### config.mk
export PLATFORM = sky130hd
export DESIGN_NAME = move_permit_ctrl
export DESIGN_NICKNAME = d
export VERILOG_FILES = /design/src/rtl/move_permit_pkg.sv /design/src/rtl/move_permit_ctrl_enable_reducer.sv /design/src/rtl/move_permit_ctrl.sv
export SDC_FILE = /design/constraint.sdc
export NUM_CORES = 1
export LEC_CHECK = 0
export ABC_CLOCK_PERIOD_IN_PS = 1400
export BUFFER_PORTS_ARGS = -buffer_cell sky130_fd_sc_hd__buf_2
export CAP_MARGIN = 20
export CORE_MARGIN = 8
export CORE_UTILIZATION = 26
export DETAILED_ROUTE_END_ITERATION = 8
export GPL_ROUTABILITY_DRIVEN = 0
export PLACE_DENSITY = 0.76
export SYNTH_ARGS = -nofsm -noshare
export SYNTH_HDL_FRONTEND = slang
export SYNTH_SLANG_ARGS = --single-unit
### constraint.sdc
create_clock -name clk -period 1.4 [get_ports clk]
set_input_delay 0.07 -clock clk [delete_from_list [all_inputs] [get_ports clk]]
set_output_delay 0.07 -clock clk [all_outputs]
set_load 0.005 [all_outputs]
### src/rtl/move_permit_pkg.sv
// Shared types and direction codes for the move-permit controller.
package move_permit_pkg;

  localparam int NUM_DIRS = 4;

  localparam logic [1:0] DIR_CODE_UP    = 2'd0;
  localparam logic [1:0] DIR_CODE_DOWN  = 2'd1;
  localparam logic [1:0] DIR_CODE_LEFT  = 2'd2;
  localparam logic [1:0] DIR_CODE_RIGHT = 2'd3;

  typedef enum logic [1:0] {
    UP    = DIR_CODE_UP,
    DOWN  = DIR_CODE_DOWN,
    LEFT  = DIR_CODE_LEFT,
    RIGHT = DIR_CODE_RIGHT
  } dir_t;

  typedef enum logic [1:0] {
    IDLE      = 2'd0,
    QUALIFY   = 2'd1,
    GRANT     = 2'd2,
    WAIT_DONE = 2'd3
  } state_t;

  function automatic dir_t to_dir(input logic [1:0] code);
    return dir_t'(code);
  endfunction

endpackage

### src/rtl/move_permit_ctrl_enable_reducer.sv
// Registered AND-reduction of one direction's per-element enable vector.
module enable_reducer #(
  parameter int N = 24
) (
  input  logic         clk,
  input  logic         rst_n,
  input  logic [N-1:0] en,
  output logic         all_en
);

  always_ff @(posedge clk or negedge rst_n) begin
    if (!rst_n) begin
      all_en <= 1'b0;
    end else begin
      all_en <= &en;
    end
  end

endmodule

### src/rtl/move_permit_ctrl.sv
// Move-permit controller: qualifies a directional move request against stable enables.
// Optional timeout/reject path is compiled in when MOVE_PERMIT_TIMEOUT_EN is defined.
module move_permit_ctrl
  import move_permit_pkg::*;
#(
  parameter int NUM_REELS      = 4,
  parameter int NUM_SCROLLS    = 6,
  parameter int STABLE_CYCLES  = 2,
  parameter int TIMEOUT_CYCLES = 16
) (
  input  logic                            clk,
  input  logic                            rst_n,
  input  logic [NUM_REELS*NUM_SCROLLS-1:0] up_en,
  input  logic [NUM_REELS*NUM_SCROLLS-1:0] down_en,
  input  logic [NUM_REELS*NUM_SCROLLS-1:0] left_en,
  input  logic [NUM_REELS*NUM_SCROLLS-1:0] right_en,
  input  logic                            req_valid,
  input  logic [1:0]                      req_dir,
  output logic                            req_ready,
  output logic                            grant,
  output logic [1:0]                      grant_dir,
  input  logic                            move_done,
  output logic                            reject,
  output logic [3:0]                      all_en,
  output logic                            busy
);

  localparam int N     = NUM_REELS * NUM_SCROLLS;
  localparam int CNT_W = (STABLE_CYCLES < 1) ? 1 : $clog2(STABLE_CYCLES + 1);

  localparam logic [CNT_W-1:0] STABLE_LAST = CNT_W'(STABLE_CYCLES - 1);
  localparam logic [CNT_W-1:0] STABLE_SAT  = CNT_W'(STABLE_CYCLES);

  generate
    if (N < 1 || STABLE_CYCLES < 1 || TIMEOUT_CYCLES < 1) begin : g_param_check
      $error("move_permit_ctrl: N, STABLE_CYCLES and TIMEOUT_CYCLES must all be >= 1");
    end
  endgenerate

  logic [N-1:0] en_vec [NUM_DIRS];

  assign en_vec[DIR_CODE_UP]    = up_en;
  assign en_vec[DIR_CODE_DOWN]  = down_en;
  assign en_vec[DIR_CODE_LEFT]  = left_en;
  assign en_vec[DIR_CODE_RIGHT] = right_en;

  generate
    for (genvar gi = 0; gi < NUM_DIRS; gi++) begin : g_reducer
      enable_reducer #(
        .N(N)
      ) u_reducer (
        .clk   (clk),
        .rst_n (rst_n),
        .en    (en_vec[gi]),
        .all_en(all_en[gi])
      );
    end
  endgenerate

  state_t           state_reg, state_next;
  logic [CNT_W-1:0] cnt_reg, cnt_next;
  dir_t             grant_dir_reg, grant_dir_next;
  logic             stable_hit;
  logic             stable_done;

  assign stable_hit  = all_en[grant_dir_reg];
  assign stable_done = stable_hit && (cnt_reg >= STABLE_LAST);

`ifdef MOVE_PERMIT_TIMEOUT_EN
  localparam int TO_W = $clog2(TIMEOUT_CYCLES + 1);
  localparam logic [TO_W-1:0] TO_LAST = TO_W'(TIMEOUT_CYCLES - 1);
  localparam logic [TO_W-1:0] TO_SAT  = TO_W'(TIMEOUT_CYCLES);

  logic [TO_W-1:0] q_cnt_reg, q_cnt_next;
  logic            reject_reg;
  logic            timeout_fire;
`endif

  always_ff @(posedge clk or negedge rst_n) begin
    if (!rst_n) begin
      state_reg     <= IDLE;
      cnt_reg       <= '0;
      grant_dir_reg <= UP;
    end else begin
      state_reg     <= state_next;
      cnt_reg       <= cnt_next;
      grant_dir_reg <= grant_dir_next;
    end
  end

  always_comb begin
    state_next     = state_reg;
    cnt_next       = cnt_reg;
    grant_dir_next = grant_dir_reg;
`ifdef MOVE_PERMIT_TIMEOUT_EN
    q_cnt_next     = q_cnt_reg;
    timeout_fire   = 1'b0;
`endif
    case (state_reg)
      IDLE: begin
        if (req_valid) begin
          state_next     = QUALIFY;
          grant_dir_next = to_dir(req_dir);
          cnt_next       = '0;
`ifdef MOVE_PERMIT_TIMEOUT_EN
          q_cnt_next     = '0;
`endif
        end
      end
      QUALIFY: begin
        // A dropped enable always clears, even on the cycle that would have completed.
        if (!stable_hit) begin
          cnt_next = '0;
        end else if (stable_done) begin
          state_next = GRANT;
          cnt_next   = '0;
        end else if (cnt_reg != STABLE_SAT) begin
          cnt_next = cnt_reg + 1'b1;
        end
`ifdef MOVE_PERMIT_TIMEOUT_EN
        if (q_cnt_reg != TO_SAT) begin
          q_cnt_next = q_cnt_reg + 1'b1;
        end
        // Completion wins over a coinciding timeout.
        if (!stable_done && (q_cnt_reg >= TO_LAST)) begin
          state_next   = IDLE;
          cnt_next     = '0;
          q_cnt_next   = '0;
          timeout_fire = 1'b1;
        end
`endif
      end
      GRANT: begin
        state_next = WAIT_DONE;
      end
      WAIT_DONE: begin
        if (move_done) begin
          state_next = IDLE;
        end
      end
      default: begin
        state_next = IDLE;
      end
    endcase
  end

`ifdef MOVE_PERMIT_TIMEOUT_EN
  always_ff @(posedge clk or negedge rst_n) begin
    if (!rst_n) begin
      q_cnt_reg  <= '0;
      reject_reg <= 1'b0;
    end else begin
      q_cnt_reg  <= q_cnt_next;
      reject_reg <= timeout_fire;
    end
  end

  assign reject = reject_reg;
`else
  assign reject = 1'b0;
`endif

  assign req_ready = (state_reg == IDLE);
  assign busy      = (state_reg != IDLE);
  assign grant     = (state_reg == GRANT);
  assign grant_dir = grant_dir_reg;

endmodule

[Word-level counts from Yosys, hierarchy flattened]
Index checks and enable logic that the tools add are counted.
Word-level totals
  word-level logic and storage cells: 42
  register bits after elaboration: 10
  input bits: 102
Cells by class
  equal/unequal tests: 9
  magnitude comparators: 2
  muxes and demuxes: 12
  $add $sub $neg: 1
  reductions and logical operators: 11
Operator list (count)
  $reduce_and 24->1: 4
  $mux 2: 8
  $ne 2x2->1 const B: 5
  $pmux 2 s4: 1
  $eq 2x2->1 const B: 2
  $ne 4x4->1 const B: 1
  $pmux 2 s2: 1
  $reduce_and 4->1: 1
  $reduce_bool 2->1: 2
  $lt 2x3->1 const B: 1
  $reduce_and 3->1: 1
  $add 2x1->2 const B: 1
  $bmux 1 s2: 1
  $eq 2x1->1 const B: 1
  $ge 2x1->1 const B: 1
  $logic_not 2->1: 1
  $reduce_and 2->1: 1
  $logic_and 1x1->1: 1
  $mux 1: 1

[Depth between registers and ports, before layout]
Gate-level depths: netlist (run 1).
  depth after elaboration: 6
  gate-level depth with buffers: 6
  gate-level depth less buffers: 6

[By module]
Synthesis (run 1) repeated with hierarchy kept, for this count alone.
Second synthesis, totals
  cells, all modules: 73
  area total of the unflattened synthesis: 732.0 sq um
Modules (own cells, without submodules)
  move_permit_ctrl: instances 1, cells an instance 37, area each 411.6 sq um, sequential area each 150.1 sq um
  enable_reducer: instances 4, cells an instance 9, area each 80.1 sq um, sequential area each 25.0 sq um

[Least setup slack after synthesis (run 1)]
OpenSTA, ideal clock, no wires.
  path type: flip-flop to flip-flop
  from: reg grant_dir_reg[0] (netlist: grant_dir[0])
  to: reg cnt_reg[0]
  slack: -0.124 ns
  arrival: 1.398 ns
  cell stages (with the launch flop): 4
  cell sequence: dfrtp_1 -> mux4_2 -> a41o_1 -> mux2_4
On the way
  word-level cells in the longest chain between the ends: 6
  elaborated cells on any way between the ends: 8
  those cells by class: eq/ne: 1; mux: 5; reduce/logical: 2
RTL lines
  from (decl): RTL line move_permit_ctrl.sv:62  | dir_t grant_dir_reg, grant_dir_next;
  from (signal assigned): RTL line move_permit_ctrl.sv:87  | grant_dir_reg <= grant_dir_next;
  $bmux 1 s2 (*): RTL line move_permit_ctrl.sv:66  | assign stable_hit = all_en[grant_dir_reg];
  $mux 1 (implied by the code) (*): RTL line move_permit_ctrl.sv:66
  $logic_and 1x1->1: RTL line move_permit_ctrl.sv:67  | assign stable_done = stable_hit && (cnt_reg >= STABLE_LAST);
  $mux 2: RTL line move_permit_ctrl.sv:114  | end else if (stable_done) begin
  $mux 2: RTL line move_permit_ctrl.sv:112  | if (!stable_hit) begin
  $pmux 2 s2: RTL line move_permit_ctrl.sv:99  | case (state_reg)
  to (signal assigned): RTL line move_permit_ctrl.sv:86  | cnt_reg <= cnt_next;
  to (decl): RTL line move_permit_ctrl.sv:61  | logic [CNT_W-1:0] cnt_reg, cnt_next;
Mark *: on every way between the ends. The rest lies on a longest branch, timed or not. The select of a mux whose other input is x is not followed.
A chain may end at the register's enable or synchronous reset.

[Worst setup path in the final report (run 1)]
Same ends and word-level chain as after synthesis.

==> impl_results.html, run 1 <==
<table>
<tr><th>Metric</th><th>Value</th></tr>
<tr><th colspan="2">Outcome</th></tr>
<tr><td>Run status</td><td>finished with violations</td></tr>
<tr><td>Violated checks</td><td>setup timing</td></tr>
<tr><th colspan="2">Power</th></tr>
<tr><td>Combinational fraction of design power</td><td>0.233</td></tr>
<tr><td>Static power due to leakage</td><td>0.000777 µW</td></tr>
<tr><td>Clock power share</td><td>0.352</td></tr>
<tr><td>Pwr dens</td><td>507 mW/mm²</td></tr>
<tr><td>Design Power</td><td>715 µW</td></tr>
<tr><td>Part of the power in registers</td><td>0.415</td></tr>
<tr><td>Total net switching power</td><td>148 µW</td></tr>
<tr><td>Internal power component</td><td>567 µW</td></tr>
<tr><td>Worst supply voltage drop on vdd</td><td>0.366 mV</td></tr>
<tr><td>Switching power share of the total</td><td>0.207</td></tr>
<tr><th colspan="2">Placement</th></tr>
<tr><td>Half-perimeter wire length of the detailed placement result</td><td>2980 µm</td></tr>
<tr><td>PortBufs</td><td>110</td></tr>
<tr><th colspan="2">Clock tree</th></tr>
<tr><td>Insertion delay of the later-clocked pin in the worst-skew pair</td><td>0.26 ns</td></tr>
<tr><td>Number of clock sinks</td><td>10</td></tr>
<tr><td>Number of buffers added by the clock tree synthesis step</td><td>3</td></tr>
<tr><td>Clock transition at the register clock pins on the worst setup and hold paths after CTS</td><td>roughly 0.060 ns</td></tr>
<tr><td>TritonCTS clock tree</td><td>done</td></tr>
<tr><td>Clock Root Buffer</td><td>clkbuf_4</td></tr>
<tr><td>Max H-tree Level</td><td>1</td></tr>
<tr><td>Maximum root-to-sink buffer count</td><td>2</td></tr>
<tr><th colspan="2">Global route</th></tr>
<tr><td>Antenna violations before repair</td><td>0</td></tr>
<tr><td>Wire length of the first global-routing pass</td><td>approximately 4800 µm</td></tr>
<tr><td>Tot GR Track Use</td><td>0.119</td></tr>
<tr><td>GRT Residual Overflow</td><td>0</td></tr>
<tr><td>Largest net degree at the start of global routing</td><td>11</td></tr>
<tr><td>Number of global-route vias before repair</td><td>1142</td></tr>
<tr><th colspan="2">Cells and area</th></tr>
<tr><td>Fin nets</td><td>around 300</td></tr>
<tr><td>Antenna fix cells</td><td>0</td></tr>
<tr><td>Flip-flop count of the largest register, all copies and words added</td><td>4</td></tr>
<tr><td>Fraction of layout cells with a size suffix above 1</td><td>0.677</td></tr>
<tr><td>Highest-count cells in the layout ignoring fill and taps</td><td>buf_2 (110), nand4_1 (24), dfrtp_1 (10)</td></tr>
<tr><td>Area grow syn2layout</td><td>89.1%</td></tr>
<tr><td>Top reg by flops</td><td>g_reducer.u_reducer.all_en</td></tr>
<tr><td>Commonest non-fill, non-tap cell in the layout</td><td>buf_2</td></tr>
<tr><th colspan="2">Setup path</th></tr>
<tr><td>Arr. time, crit path</td><td>1.64 ns</td></tr>
<tr><td>Slowest CP cell</td><td>mux4_2</td></tr>
<tr><td>Category of the worst setup path launch point</td><td>register</td></tr>
<tr><td>Setup Crit Path Kind</td><td>reg -&gt; reg</td></tr>
<tr><td>Delay contributed by the slowest stage of the critical path</td><td>0.54 ns</td></tr>
<tr><td>Series of cell instances along the critical path</td><td>mux4_2, a41o_1, mux2_4</td></tr>
<tr><td>Top fanout value on the critical path</td><td>3</td></tr>
<tr><td>Critical path data required time</td><td>1.55 ns</td></tr>
<tr><td>Crit end category</td><td>register</td></tr>
<tr><th colspan="2">Worst hold path</th></tr>
<tr><td>Tightest Hold Check Type</td><td>in -&gt; reg</td></tr>
<tr><th colspan="2">Detailed routing</th></tr>
<tr><td>Total routed wirelength</td><td>between 3000 and 4000 µm</td></tr>
<tr><td>Vias after detailed routing</td><td>between 1000 and 1500</td></tr>
<tr><td>Drc violations</td><td>0</td></tr>
<tr><td>Via-to-Cell Ratio</td><td>4.70</td></tr>
<tr><td>Count of nets left with antenna violations after detail routing</td><td>0</td></tr>
<tr><td>Pre-antenna DRT Iters</td><td>2</td></tr>
<tr><td>Iteration-0 DRC count of the detailed router</td><td>15</td></tr>
<tr><td>Average wire per cell in the routed design</td><td>13.7 µm</td></tr>
<tr><th colspan="2">Timing</th></tr>
<tr><td>Final Hold Slack</td><td>0.0367 ns</td></tr>
<tr><td>Total of endpoints with negative setup slack in the final report</td><td>4</td></tr>
<tr><td>PnR worst setup slack</td><td>-0.0901 ns</td></tr>
<tr><td>Ratio of final minimum period to clock period</td><td>1.06</td></tr>
<tr><td>Endpoints failing hold</td><td>0</td></tr>
<tr><td>Worst Clk Skew</td><td>0.00219 ns</td></tr>
<tr><td>FMAX</td><td>between 600 and 700 MHz</td></tr>
<tr><td>Post-layout minimum cycle time</td><td>1.49 ns</td></tr>
<tr><td>Setup repair after global routing missed its margin</td><td>yes</td></tr>
<tr><td>Final Slew Violations</td><td>0</td></tr>
<tr><th colspan="2">Floorplanning</th></tr>
<tr><td>Die height</td><td>69.6 µm</td></tr>
<tr><td>Core Rows</td><td>19</td></tr>
<tr><td>DIE WIDTH</td><td>just under 70 µm</td></tr>
<tr><td>Area of the die</td><td>a little under 0.005 mm²</td></tr>
<tr><td>Core footprint</td><td>0.00273 mm²</td></tr>
<tr><td>I/O pin count</td><td>112</td></tr>
<tr><td>Initial core utilization</td><td>0.273</td></tr>
<tr><th colspan="2">Logic synthesis</th></tr>
<tr><td>Sequential-to-total area share from yosys stat</td><td>0.336</td></tr>
<tr><td>Yosys warns</td><td>0</td></tr>
<tr><td>Register bit count reported by yosys</td><td>10</td></tr>
<tr><td>Instance count of the mapped netlist</td><td>77</td></tr>
<tr><td>Post-synthesis cell type count</td><td>21</td></tr>
<tr><td>Mean instance size in the synthesized netlist</td><td>approximately 9.7 µm²</td></tr>
<tr><td>Post-Syn Nets</td><td>186</td></tr>
<tr><td>Post-Synthesis Cell Area</td><td>746 µm²</td></tr>
<tr><th colspan="2">Job</th></tr>
<tr><td>Number of max-cap violations</td><td>0</td></tr>
</table>
-- critical path, delay by kind of cell (launching register included) --
kind	cells	cell delay [ns]
multiplexers	2	0.79
flip-flops	1	0.36
AO/OA/AOI/OAI	1	0.22
-- kinds of logic (layout without fill, tap and decap cells) --
kind of cell             count (synthesis)  count (layout)  synth area share
buffers and inverters                   11             129            0.0805
AND/OR/NAND/NOR                         37              37             0.300
AO/OA/AOI/OAI                            5               5            0.0520
multiplexers                             6               6             0.109
other                                    1               1           0.00503
adder cells (fa/ha/maj)                  7               7             0.117
flip-flops                              10              10             0.336
-- cell usage after synthesis, drive strengths merged --
library cell  instances  area [µm²]
a41o                  1        10.0
ha                    7        87.6
nand4                24         150
nand3                 1        5.00
mux2i                 1        10.0
buf                   5        37.5
a21boi                1        7.51
o22ai                 1        6.26
a21oi                 1        5.00
nand2b                1        6.26
mux2                  4        48.8
nand2                 1        3.75
mux4                  1        22.5
dfrtp                10         250
conb                  1        3.75
inv                   6        22.5
nor2                  1        3.75
nor3                  5        25.0
or4                   4        30.0
a22o                  1        10.0
-- what timing repair did --
action | 4_1_cts | 5_1_grt
setup buffers | 1 | 0
hold buffers | 1 | 0
resized for setup | 1 | 0
setup endpoints to repair | 4 | 4
endpoints found under the hold margin | 10 | 0
pin swaps | 0 | 1
-- path summary, 6_finish.rpt --
kind | startpoint | end | slack, ns | cells past startpoint
setup / recovery | grant_dir[0] | cnt_reg[0] | -0.09 | 3
setup reg to reg | grant_dir[0] | cnt_reg[0] | -0.09 | 3
hold reg to reg | cnt_reg[0] | cnt_reg[0] | 0.56 | 1
hold / removal | req_dir[1] | grant_dir[1] | 0.04 | 2
max in group asynchronous | rst_n | state_reg[1] | 1.02 | 2
min in group asynchronous | rst_n | grant_dir[1] | 0.19 | 2
-- power groups by stage --
| stage | Combinational [µW] | Sequential, µW | Clock (µW) |
|---|---|---|---|
| CTS | 169 | 296 | 260 |
| global route | 184 | 297 | 272 |
| finish | 167 | 297 | 252 |
| floorplan | 18.1 | 303 | 0 |
| detailed placement | 163 | 302 | 0 |
| global placement | 160 | 302 | 0 |
-- through the flow --
step                instance area (µm²)  setup slack (ns)  setup TNS [ns]  instances  utilization
detailed placement                 1360           -0.0994          -0.250        220        0.496
floorplan                           752           -0.0651          -0.118         77            -
global route                       1410            -0.139          -0.472        226        0.516
finish                             1410           -0.0901          -0.234        226        0.516
global placement                   1360           -0.0744          -0.184        220        0.496
CTS                                1410           -0.0897          -0.216        226        0.516
-- routing by layer --
metal	up-vias	track usage	part of all wire
met4	0	0.0410	0.0084
met1	456	0.122	0.38
li1	537	-	-
met2	66	0.198	0.49
met3	4	0.0672	0.12
met5	-	0	0
-- layout make-up --
type | count | area, µm²
fill | 291 | 1320
timing repair buffer | 119 | 621
multi-input combinational | 56 | 442
sequential | 10 | 250
tap | 31 | 38.8
clock buffer | 4 | 36.3
inverter | 6 | 22.5
No activity file was read; power rests on OpenSTA's default activity.
==> run 2, diff against run 1 <==
CELL_PAD_IN_SITES_DETAIL_PLACEMENT = 0   (was not set)
CELL_PAD_IN_SITES_GLOBAL_PLACEMENT = 2   (was not set)
CORE_UTILIZATION = 11   (was 26)
PLACE_DENSITY = not set   (was 0.76)
PLACE_DENSITY_LB_ADDON = 0.1   (was not set)
==> impl_results.html, run 2 (synthesis gave the netlist of run 1 again) <==
<table>
<tr><th>Metric</th><th>Value</th></tr>
<tr><th colspan="2">Outcome</th></tr>
<tr><td>Run status</td><td>finished with violations</td></tr>
<tr><td>Violated checks</td><td>setup timing</td></tr>
<tr><th colspan="2">Placement</th></tr>
<tr><td>Half-perimeter wire length of the detailed placement result</td><td>about 3500 µm</td></tr>
<tr><td>Setup Slack @ Placement</td><td>-0.120 ns</td></tr>
<tr><td>Post-place instance area</td><td>between 0.001 and 0.0015 mm²</td></tr>
<tr><td>PortBufs</td><td>110</td></tr>
<tr><th colspan="2">Setup path</th></tr>
<tr><td>Slowest CP cell</td><td>mux4_2</td></tr>
<tr><td>Combined buffer and inverter count along the critical path</td><td>0</td></tr>
<tr><td>Slack of the worst reg-to-reg path</td><td>-0.12 ns</td></tr>
<tr><td>Critical path data required time</td><td>1.52 ns</td></tr>
<tr><td>Top fanout value on the critical path</td><td>3</td></tr>
<tr><td>Series of cell instances along the critical path</td><td>mux4_2, a41o_1, mux2_4</td></tr>
<tr><td>Kind of cell adding the most delay to the critical path</td><td>multiplexers</td></tr>
<tr><td>Delay contributed by the slowest stage of the critical path</td><td>between 0.5 and 0.6 ns</td></tr>
<tr><td>Setup Crit Path Kind</td><td>reg -&gt; reg</td></tr>
<tr><td>Crit end category</td><td>register</td></tr>
<tr><td>Category of the worst setup path launch point</td><td>register</td></tr>
<tr><td>Arr. time, crit path</td><td>approximately 1.6 ns</td></tr>
<tr><th colspan="2">Clock tree</th></tr>
<tr><td>Clock Root Buffer</td><td>clkbuf_8</td></tr>
<tr><td>Number of clock sinks</td><td>10</td></tr>
<tr><td>Clock transition at the register clock pins on the worst setup and hold paths after CTS</td><td>0.05 ns</td></tr>
<tr><td>TritonCTS clock tree</td><td>done</td></tr>
<tr><td>Maximum root-to-sink buffer count</td><td>2</td></tr>
<tr><td>Number of buffers added by the clock tree synthesis step</td><td>3</td></tr>
<tr><td>Insertion delay of the later-clocked pin in the worst-skew pair</td><td>0.24 ns</td></tr>
<tr><td>Max H-tree Level</td><td>1</td></tr>
<tr><th colspan="2">Timing</th></tr>
<tr><td>FMAX</td><td>between 600 and 700 MHz</td></tr>
<tr><td>Post-layout minimum cycle time</td><td>1.52 ns</td></tr>
<tr><td>Setup repair after global routing missed its margin</td><td>yes</td></tr>
<tr><td>Final Slew Violations</td><td>0</td></tr>
<tr><td>Endpoints failing hold</td><td>0</td></tr>
<tr><td>Final Hold Slack</td><td>0.0645 ns</td></tr>
<tr><td>Total of endpoints with negative setup slack in the final report</td><td>4</td></tr>
<tr><td>PnR worst setup slack</td><td>-0.116 ns</td></tr>
<tr><td>Ratio of final minimum period to clock period</td><td>1.08</td></tr>
<tr><td>Worst Clk Skew</td><td>just under 0.008 ns</td></tr>
<tr><th colspan="2">Floorplanning</th></tr>
<tr><td>Area of the die</td><td>0.00967 mm²</td></tr>
<tr><td>Initial core utilization</td><td>0.112</td></tr>
<tr><td>I/O pin count</td><td>112</td></tr>
<tr><td>DIE WIDTH</td><td>98.3 µm</td></tr>
<tr><td>Core Rows</td><td>30</td></tr>
<tr><td>Die height</td><td>98.3 µm</td></tr>
<tr><td>Core footprint</td><td>0.00668 mm²</td></tr>
<tr><th colspan="2">Detailed routing</th></tr>
<tr><td>Iteration-0 DRC count of the detailed router</td><td>19</td></tr>
<tr><td>Average wire per cell in the routed design</td><td>between 10 and 15 µm</td></tr>
<tr><td>Vias after detailed routing</td><td>around 1100</td></tr>
<tr><td>Total routed wirelength</td><td>3650 µm</td></tr>
<tr><td>Count of nets left with antenna violations after detail routing</td><td>0</td></tr>
<tr><td>Drc violations</td><td>0</td></tr>
<tr><td>Via-to-Cell Ratio</td><td>3.92</td></tr>
<tr><td>Pre-antenna DRT Iters</td><td>4</td></tr>
<tr><th colspan="2">Cells and area</th></tr>
<tr><td>Fin nets</td><td>310</td></tr>
<tr><td>Antenna fix cells</td><td>0</td></tr>
<tr><td>Fin area</td><td>approximately 0.0015 mm²</td></tr>
<tr><td>Top reg by flops</td><td>g_reducer.u_reducer.all_en</td></tr>
<tr><td>Area grow syn2layout</td><td>105%</td></tr>
<tr><td>Fraction of layout cells with a size suffix above 1</td><td>0.685</td></tr>
<tr><td>Commonest non-fill, non-tap cell in the layout</td><td>buf_2</td></tr>
<tr><td>Highest-count cells in the layout ignoring fill and taps</td><td>buf_2 (110), nand4_1 (24), buf_4 (13)</td></tr>
<tr><td>Flip-flop count of the largest register, all copies and words added</td><td>4</td></tr>
<tr><td>Filler cells</td><td>about 760</td></tr>
<tr><th colspan="2">Power</th></tr>
<tr><td>Worst supply voltage drop on vdd</td><td>0.258 mV</td></tr>
<tr><td>Pwr dens</td><td>544 mW/mm²</td></tr>
<tr><td>Design Power</td><td>832 µW</td></tr>
<tr><td>Static power due to leakage</td><td>between 0.0008 and 0.0009 µW</td></tr>
<tr><th colspan="2">Global route</th></tr>
<tr><td>GRT Residual Overflow</td><td>0</td></tr>
<tr><td>Antenna violations before repair</td><td>0</td></tr>
<tr><td>Tot GR Track Use</td><td>0.0724</td></tr>
<tr><td>Wire length of the first global-routing pass</td><td>5710 µm</td></tr>
<tr><td>Number of global-route vias before repair</td><td>approximately 1300</td></tr>
<tr><td>Largest net degree at the start of global routing</td><td>11</td></tr>
<tr><th colspan="2">Worst hold path</th></tr>
<tr><td>Tightest Hold Check Type</td><td>in -&gt; reg</td></tr>
<tr><th colspan="2">Job</th></tr>
<tr><td>Number of max-cap violations</td><td>0</td></tr>
</table>
-- run 2: power breakdown --
part / switching (µW) / internal, µW / leakage, µW
registers: 3.74 / 294 / 0.000135
clock network: 116 / 248 / 0.0000288
logic: 54.6 / 116 / 0.000649
total: 175 / 657 / 0.000812
-- run 2: timing repair --
action / in CTS / in global routing
setup endpoints to repair: 4 / 4
resized for setup: 0 / 1
hold endpoints to repair: 10 / 0
setup buffers: 0 / 0
hold buffers: 1 / 0
cloned: 0 / 0
-- run 2: worst paths after layout --
kind	from	to	cells past startpoint
max in group asynchronous	rst_n	g_reducer[0].u_reducer.all_en	2
min in group asynchronous	rst_n	cnt_reg[1]	2
max reg2reg	grant_dir[0]	cnt_reg[0]	3
min reg2reg	grant_dir[1]	grant_dir[1]	1
min	req_dir[1]	grant_dir[1]	2
max	grant_dir[0]	cnt_reg[0]	3
-- run 2: stage by stage --
stage | util | std cells | TNS (ns)
after floorplan | - | 77 | -0.118
after global placement | 0.219 | 275 | -0.156
after detailed placement | 0.219 | 275 | -0.372
after CTS | 0.229 | 280 | -0.406
after global routing | 0.229 | 280 | -0.589
final | 0.229 | 280 | -0.330
-- run 2: worst register-to-register path: stages (launching register included) --
cell and delay [ns]:
dfrtp_1 0.38, mux4_2 0.56, a41o_1 0.22, mux2_4 0.25
-- run 2: layout make-up --
cell class,count,area [µm²],share of cell area
tap,80,100,0.0655
timing repair buffer,124,658,0.431
multi-input combinational,56,442,0.289
clock buffer,4,55.1,0.0360
sequential,10,250,0.164
inverter,6,22.5,0.0147
-- run 2: per-layer routing --
metal  vias up  global-route usage  wire [µm]
met3         6              0.0377        343
met1       482              0.0710       1370
li1        545                   -          -
met2        65               0.132       1870
met4         0              0.0142         71
met5         -                   0          0
